===== config.mk =====
export PLATFORM = sky130hd
export DESIGN_NAME = instruction_fetch_unit
export DESIGN_NICKNAME = d
export VERILOG_FILES = /design/src/rtl/riscv_pkg.sv /design/src/rtl/fetch_skid_buffer.sv /design/src/rtl/instruction_fetch_unit.sv
export SDC_FILE = /design/constraint.sdc
export NUM_CORES = 1
export LEC_CHECK = 0
export BUFFER_PORTS_ARGS = -buffer_cell sky130_fd_sc_hd__buf_2
export CORE_MARGIN = 5
export CORE_UTILIZATION = 39
export CTS_CLUSTER_SIZE = 20
export DETAILED_ROUTE_END_ITERATION = 10
export SYNTH_ARGS = -nofsm -noshare
export SYNTH_HDL_FRONTEND = slang
export SYNTH_SLANG_ARGS = --single-unit
export TNS_END_PERCENT = 100

===== constraint.sdc =====
create_clock -name CLK -period 5.2 [get_ports CLK]
set_input_delay 1.04 -clock CLK [delete_from_list [all_inputs] [get_ports CLK]]
set_output_delay 1.04 -clock CLK [all_outputs]
set_load 0.05 [all_outputs]

===== src/rtl/riscv_pkg.sv =====
// Shared RV32 definitions: base opcodes, the canonical NOP encoding and the
// instruction-fetch state encoding.
package riscv_pkg;

    localparam logic [6:0] OPC_OP     = 7'b0110011;
    localparam logic [6:0] OPC_OP_IMM = 7'b0010011;
    localparam logic [6:0] OPC_LOAD   = 7'b0000011;
    localparam logic [6:0] OPC_STORE  = 7'b0100011;
    localparam logic [6:0] OPC_BRANCH = 7'b1100011;
    localparam logic [6:0] OPC_JAL    = 7'b1101111;
    localparam logic [6:0] OPC_JALR   = 7'b1100111;
    localparam logic [6:0] OPC_LUI    = 7'b0110111;
    localparam logic [6:0] OPC_AUIPC  = 7'b0010111;

    // ADDI x0,x0,0
    localparam logic [31:0] NOP_ENCODING = 32'h0000_0013;

    typedef enum logic [1:0] {
        FETCH_IDLE = 2'd0,
        FETCH_REQ  = 2'd1,
        FETCH_HOLD = 2'd2
    } fetch_state_e;

endpackage


===== src/rtl/fetch_skid_buffer.sv =====
// One-entry {instr, pc} holding register that catches a fetch response
// arriving while decode is stalled.
module fetch_skid_buffer (
    input  logic        clk,
    input  logic        rst_n,
    input  logic        load,
    input  logic        clear,
    input  logic [31:0] instr_in,
    input  logic [31:0] pc_in,
    output logic [31:0] instr,
    output logic [31:0] pc,
    output logic        full
);

    always_ff @(posedge clk or negedge rst_n) begin
        if (!rst_n) begin
            full <= 1'b0;
        end else if (clear) begin
            full <= 1'b0;
        end else if (load) begin
            full <= 1'b1;
        end
    end

    // Payload is qualified by full, so it carries no reset.
    always_ff @(posedge clk) begin
        if (load) begin
            instr <= instr_in;
            pc    <= pc_in;
        end
    end

endmodule


===== src/rtl/instruction_fetch_unit.sv =====
// IF stage: PC, instruction-memory requests, skid buffer and IF/ID register.
// Optional macro FETCH_MISALIGN_TRAP_EN adds the FETCH_MISALIGNED flag output.
module instruction_fetch_unit
    import riscv_pkg::*;
#(
    parameter logic [31:0] RESET_VECTOR = 32'h0000_0000,
    parameter logic [31:0] NOP_INSTR    = NOP_ENCODING
) (
    input  logic        CLK,
    input  logic        RESET_N,
    output logic        IMEM_READ,
    output logic [31:0] IMEM_ADDR,
    input  logic [31:0] IMEM_INSTR,
    input  logic        IMEM_BUSYWAIT,
    input  logic        STALL,
    input  logic        PC_SELECT,
    input  logic [31:0] BRANCH_TARGET,
    output logic [31:0] INSTR,
    output logic [31:0] PC_OUT,
    output logic [31:0] PC_PLUS4,
    output logic        VALID,
`ifdef FETCH_MISALIGN_TRAP_EN
    output logic        FETCH_MISALIGNED,
`endif
    output logic [6:0]  OPCODE,
    output logic [2:0]  FUNC3,
    output logic [6:0]  FUNC7,
    output logic [4:0]  RD,
    output logic [4:0]  RS1,
    output logic [4:0]  RS2
);

    fetch_state_e state_q, state_d;

    logic [31:0] pc_p0, pc_d;
    logic [31:0] instr_p1, instr_d;
    logic [31:0] pc_p1, pc_p1_d;
    logic        vld_p1, vld_d;

    logic        skid_load, skid_clear, skid_full;
    logic [31:0] skid_instr, skid_pc;

`ifdef FETCH_MISALIGN_TRAP_EN
    logic        misaligned_q, misaligned_d;
`endif

    fetch_skid_buffer u_skid (
        .clk      (CLK),
        .rst_n    (RESET_N),
        .load     (skid_load),
        .clear    (skid_clear),
        .instr_in (IMEM_INSTR),
        .pc_in    (pc_p0),
        .instr    (skid_instr),
        .pc       (skid_pc),
        .full     (skid_full)
    );

    // Fetch stage -> IF/ID boundary
    always_ff @(posedge CLK or negedge RESET_N) begin
        if (!RESET_N) begin
            state_q  <= FETCH_IDLE;
            pc_p0    <= RESET_VECTOR;
            instr_p1 <= NOP_INSTR;
            pc_p1    <= RESET_VECTOR;
            vld_p1   <= 1'b0;
`ifdef FETCH_MISALIGN_TRAP_EN
            misaligned_q <= 1'b0;
`endif
        end else begin
            state_q  <= state_d;
            pc_p0    <= pc_d;
            instr_p1 <= instr_d;
            pc_p1    <= pc_p1_d;
            vld_p1   <= vld_d;
`ifdef FETCH_MISALIGN_TRAP_EN
            misaligned_q <= misaligned_d;
`endif
        end
    end

    always_comb begin
        state_d    = state_q;
        pc_d       = pc_p0;
        instr_d    = instr_p1;
        pc_p1_d    = pc_p1;
        vld_d      = vld_p1;
        skid_load  = 1'b0;
        skid_clear = 1'b0;
        IMEM_READ  = 1'b0;
`ifdef FETCH_MISALIGN_TRAP_EN
        misaligned_d = misaligned_q;
`endif

        case (state_q)
            FETCH_IDLE: begin
                state_d = FETCH_REQ;
            end
            FETCH_REQ: begin
`ifdef FETCH_MISALIGN_TRAP_EN
                IMEM_READ = !misaligned_q;
`else
                IMEM_READ = 1'b1;
`endif
                if (IMEM_READ && !IMEM_BUSYWAIT) begin
                    pc_d = pc_p0 + 32'd4;
                    if (STALL) begin
                        skid_load = 1'b1;
                        state_d   = FETCH_HOLD;
                    end else begin
                        instr_d = IMEM_INSTR;
                        pc_p1_d = pc_p0;
                        vld_d   = 1'b1;
                    end
                end else if (!STALL) begin
                    instr_d = NOP_INSTR;
                    vld_d   = 1'b0;
                end
            end
            FETCH_HOLD: begin
                if (!STALL) begin
                    instr_d    = skid_instr;
                    pc_p1_d    = skid_pc;
                    vld_d      = skid_full;
                    skid_clear = 1'b1;
                    state_d    = FETCH_REQ;
                end
            end
            default: begin
                state_d = FETCH_IDLE;
            end
        endcase

        // A redirect overrides everything above, including a same-cycle response.
        if (PC_SELECT) begin
`ifdef FETCH_MISALIGN_TRAP_EN
            pc_d         = BRANCH_TARGET;
            misaligned_d = (BRANCH_TARGET[1:0] != 2'b00);
`else
            pc_d         = BRANCH_TARGET & ~32'h0000_0003;
`endif
            instr_d    = NOP_INSTR;
            vld_d      = 1'b0;
            skid_load  = 1'b0;
            skid_clear = 1'b1;
            state_d    = FETCH_REQ;
        end
    end

    assign IMEM_ADDR = pc_p0;
    assign INSTR     = instr_p1;
    assign PC_OUT    = pc_p1;
    assign PC_PLUS4  = pc_p1 + 32'd4;
    assign VALID     = vld_p1;
`ifdef FETCH_MISALIGN_TRAP_EN
    assign FETCH_MISALIGNED = misaligned_q;
`endif

    assign OPCODE = instr_p1[6:0];
    assign RD     = instr_p1[11:7];
    assign FUNC3  = instr_p1[14:12];
    assign RS1    = instr_p1[19:15];
    assign RS2    = instr_p1[24:20];
    assign FUNC7  = instr_p1[31:25];

endmodule


# After elaboration in Yosys (flattened, before gate mapping)
# Index checks and enable logic that the tools add are counted.
[classes]
muxes = 34
addsub = 2
eq_ne = 10
reduce_logical = 9
[ops]
columns = ["op", "count"]
rows = [
  ["$mux 32", 11],
  ["$pmux 32 s2", 2],
  ["$add 32x3->32 const B", 2],
  ["$mux 1", 15],
  ["$ne 3x3->1 const B", 4],
  ["$mux 2", 4],
  ["$ne 2x2->1 const B", 3],
  ["$pmux 2 s3", 1],
  ["$reduce_and 3->1", 2],
  ["$reduce_bool 2->1", 3],
  ["$reduce_and 4->1", 1],
  ["$reduce_bool 3->1", 1],
  ["$eq 2x1->1 const B", 1],
  ["$eq 2x2->1 const B", 1],
  ["$logic_not 2->1", 1],
  ["$ne 2x1->1 const B", 1],
  ["$pmux 1 s2", 1],
  ["$reduce_and 2->1", 1],
]
[word_totals]
wordCells = 63
in_bits = 69
out_inout_bits = 162
reg_bits = 164

# Depth between registers and ports, before layout
[logic_depth]
depth_word = 6
mapped_depth = 7
depth_no_buf = 5

# By module
# A second synthesis with hierarchy kept.
[unflattened]
cells_unflattened = 726
area_unflattened_um2 = 7619.8
[modules_own_cells]
columns = ["module", "instances", "seq_area_each_um2", "area_per_inst_um2", "cells_each"]
rows = [
  ["instruction_fetch_unit", 1, 2431.1, 5662.9, 660],
  ["fetch_skid_buffer", 1, 1946.9, 1956.9, 66],
]

# Worst setup path before layout
# No wires, ideal clock.
[synth_timing]
path_kind = "input to register"
start = "input port PC_SELECT"
end = "register u_skid.instr[0], enable pin"
path_slack_ps = 387
stages = 5
required_ps = 4718
setup_time_ps = 482
arrival_ps = 4331
path_buffers = 2
cell_sequence = "clkbuf_1 > inv_1 > clkbuf_1 > nand2_1 > nor2_1"
[synth_via]
elab_chain_cells = 1
[synth_rtl]
columns = ["item", "line_no", "text"]
rows = [
  ["start: declaration", "instruction_fetch_unit.sv:16", "input logic PC_SELECT,"],
  ["$mux 1", "instruction_fetch_unit.sv:135", "if (PC_SELECT) begin"],
  ["named net skid_load", "instruction_fetch_unit.sv:40", "logic skid_load, skid_clear, skid_full;"],
  ["end signal: assignment", "fetch_skid_buffer.sv:28", "instr <= instr_in;"],
  ["end: declaration", "fetch_skid_buffer.sv:10", "output logic [31:0] instr,"],
]
# The timed path passes the listed nets, and every way through them passes these cells.
# A chain may end at the register's enable or synchronous reset.

# Worst setup path after layout
[layout_timing]
start = "register pc_p1[3] (netlist: PC_OUT[3])"
end = "output port PC_PLUS4[22]"
[layout_via]
elab_chain_cells = 1
[layout_rtl]
columns = ["item", "line_no", "text"]
rows = [
  ["start: declaration", "instruction_fetch_unit.sv:37", "logic [31:0] pc_p1, pc_p1_d;"],
  ["start signal: assignment", "instruction_fetch_unit.sv:74", "pc_p1 <= pc_p1_d;"],
  ["$add 32x3->32", "instruction_fetch_unit.sv:153", "assign PC_PLUS4 = pc_p1 + 32'd4;"],
  ["end: declaration", "instruction_fetch_unit.sv:20", "output logic [31:0] PC_PLUS4,"],
]
# Every way passes these cells.

==> impl_metrics.json <==
{
  "routed_wl_um": 19800,
  "cp-end-kind": "primary output",
  "r2r-start": "state_q[1]",
  "ctsHoldBuffers": 0,
  "die_area_um2": 22300,
  "ir_worst_vdd_mv": 0.224,
  "num_vias": 6044,
  "dpl_worst_slack_ps": 1880,
  "cpPeakStageDelay_ps": 810,
  "crit_path_start_kind": "flip-flop",
  "slew_violations": 0,
  "cpLargestDelayFamily": "simple AND/OR/NAND/NOR gates",
  "cp_data_required_time_ps": 4160,
  "crit_chain": "ha_1, nand4_1, nor4_1, nand4_1, xnor2_1, buf_2",
  "synth.most_common_cell": "nand2_1",
  "grt_pass1_wl_um": 31200,
  "core_um2": 19300,
  "place_congestion": 0.793,
  "crit_arrival_ps": 2760,
  "finClkSkew_ps": 7.83,
  "fillCellCount": 1873,
  "rows": 51,
  "clock.fmax_ghz": 0.263,
  "boundaryPins": 231,
  "cts_root_buf": "clkbuf_16",
  "rsz0062_at_grt": "false",
  "clock_path_buffers": 2,
  "maxCapViolations": 0,
  "synth_top_area_cell": "dfrtp_1",
  "syn_area_um2": 7550,
  "worst_slack_ps": 1400,
  "initial_core_util_pct": 39.2,
  "slowest_stage": "nor4_1",
  "synthTopCellsByCount": "130 x nand2_1, 93 x dfrtp_1, 62 x edfxtp_1",
  "io_buffers": 222,
  "viasPerCell": 5.08,
  "detail_route.first_pass.iterations": 5,
  "status": "finished clean",
  "clock_sinks": 158,
  "synth_edf_count": 62,
  "fp.dieW_um": 149,
  "highest_layer": "met5",
  "die_h_um": 149,
  "wl_per_cell_um": 16.6,
  "clk_latency_ps": 410,
  "drcViolationCount": 0,
  "grt_pass1_vias": 5920,
  "fin_nets": 981,
  "maxSlewHeadroom_pct": 24.6,
  "numCtsBuffers": 17,
  "synth_ff_type": "dfrtp_1",
  "hpwl_um": 13600,
  "syn_avg_cell_area_um2": 10.2,
  "ys_ff_latch": 158,
  "cts_htree_levels": 4,
  "yosysWarnings": 0,
  "antenna_found_initial": 3,
  "first_iter_violations": 282,
  "grt.overflow.total": 0,
  "p_per_area_nw_per_um2": 408,
  "critical_path_buf_inv_count": 1,
  "min-delay-start": "INSTR[1]",
  "final.setup.tns_ps": 0,
  "synth_top_area_share_pct": 30.8,
  "gr-usage-all-layers_pct": 17.6,
  "setup_violations": 0,
  "synth-async-reset-ratio_pct": 60.8,
  "cts_resized": 0,
  "cpMostUsedCell": "nand4_1",
  "crit_start": "PC_OUT[3]",
  "clkTransAtPathRegs_ps": 60,
  "met2_length_um": 9640,
  "cts_tree": "done",
  "drive_gt1_share_pct": 29.4,
  "netlist_instances": 740,
  "power_leakage_uw": 0.00384,
  "synth.area.top_cells": "dfrtp_1 31%, edfxtp_1 25%, nand2_1 6.5%",
  "hold_viol_final": 0,
  "cts_setup_buffers": 0,
  "finalCritPeriodShare_pct": 73.0,
  "worst_pin_slew_ps": 1130,
  "hold_class": "flip-flop to flip-flop",
  "grt_start_max_net_pins": 71,
  "period_minus_slack_ps": 3800,
  "crit_fanout": 5,
  "yosysSeqAreaShare_pct": 56.5,
  "wl_met3_um": 1320,
  "syn2layout_area_growth_pct": 21.5,
  "wl_met1_um": 8500,
  "synth_cell_types": 43,
  "crit_type": "flip-flop to primary output",
  "final_antenna_net_count": 0
}
## cells in the final DEF (no fill, tap or decap), drive strengths merged, types with 2 or more instances in the layout
cell / instances
mux2i: 12
clkbuf: 18
nand2: 130
nand3: 27
o31a: 6
a21oi: 22
nor2: 51
nor4: 9
conb: 6
nor3: 3
o21ai: 30
o31ai: 28
inv: 13
clkinv: 9
nand4: 15
a31oi: 44
xor2: 10
dfstp: 3
a32oi: 3
clkinvlp: 3
and2: 3
and3: 5
nor3b: 20
buf: 230
nor2b: 4
nand2b: 4
xnor2: 29
or4: 14
ha: 2
dfrtp: 93
or3: 7
edfxtp: 62
## routing by layer
| layer | global-route usage (%) | vias up |
|---|---|---|
| met1 | 22.4 | 2860 |
| met2 | 29.5 | 207 |
| met3 | 4.01 | 29 |
| met5 | 0 | - |
| met4 | 6.73 | 4 |
| li1 | - | 2944 |
## flip-flops by register name, summed over array words and instances (netlist names)
name / cells
PC_OUT: 30
state_q: 2
u_skid.full: 1
u_skid.instr: 32
VALID: 1
u_skid.pc: 30
INSTR: 32
IMEM_ADDR: 30
## final cells by class
class                      instances  area [um2]  share of cell area [%]
sequential                       158        4270                    46.5
antenna                            1        2.50                  0.0273
clock inverter                    14        93.8                    1.02
multi-input combinational        492        2830                    30.8
timing repair buffer             230        1190                    12.9
clock buffer                      18         429                    4.68
tap                              265         332                    3.61
inverter                          11        41.3                   0.450
## through the flow
stage	instance area, um2	std cells	util (%)	hold slack, ps	total power [uW]
6_report	9180	1189	47.6	474	3740
3_3_place_gp	8650	1156	44.9	463	2660
4_1_cts	9180	1188	47.6	481	3780
2_1_floorplan	7570	745	-	487	2390
3_5_place_dp	8650	1156	44.9	467	2670
5_1_grt	9180	1189	47.6	503	3910
## cell families (layout without fill, tap and decap cells)
| family | after synthesis | count (layout) | synth area share, % |
|---|---|---|---|
| compound gates | 135 | 135 | 11.1 |
| xor+xnor | 39 | 39 | 4.52 |
| fa+ha+maj | 2 | 2 | 0.331 |
| buf+inv | 95 | 273 | 6.77 |
| flops | 158 | 158 | 56.5 |
| mux | 12 | 12 | 1.59 |
| other cells | 1 | 7 | 0.0496 |
| simple gates | 298 | 298 | 19.1 |
## worst paths after layout
check,end,slack (ps),depth (start not counted)
max in group asynchronous,IMEM_ADDR[4],3460,2
hold reg to reg,INSTR[1],470,2
setup / recovery,PC_PLUS4[22],1400,6
hold / removal,INSTR[1],470,2
min in group asynchronous,PC_OUT[27],760,1
setup reg to reg,INSTR[6],2650,5
## report_power, final
group | internal (uW) | switching, uW
logic | 252 | 830
clock network | 608 | 505
registers | 1410 | 142
## worst reg2reg max path, delay by kind of cell, from the launching register on
family	cells	cell delay [ps]
compound gates	2	220
simple gates	2	1090
buf+inv	1	580
flops	1	510
No activity file was read; power rests on OpenSTA's default activity.
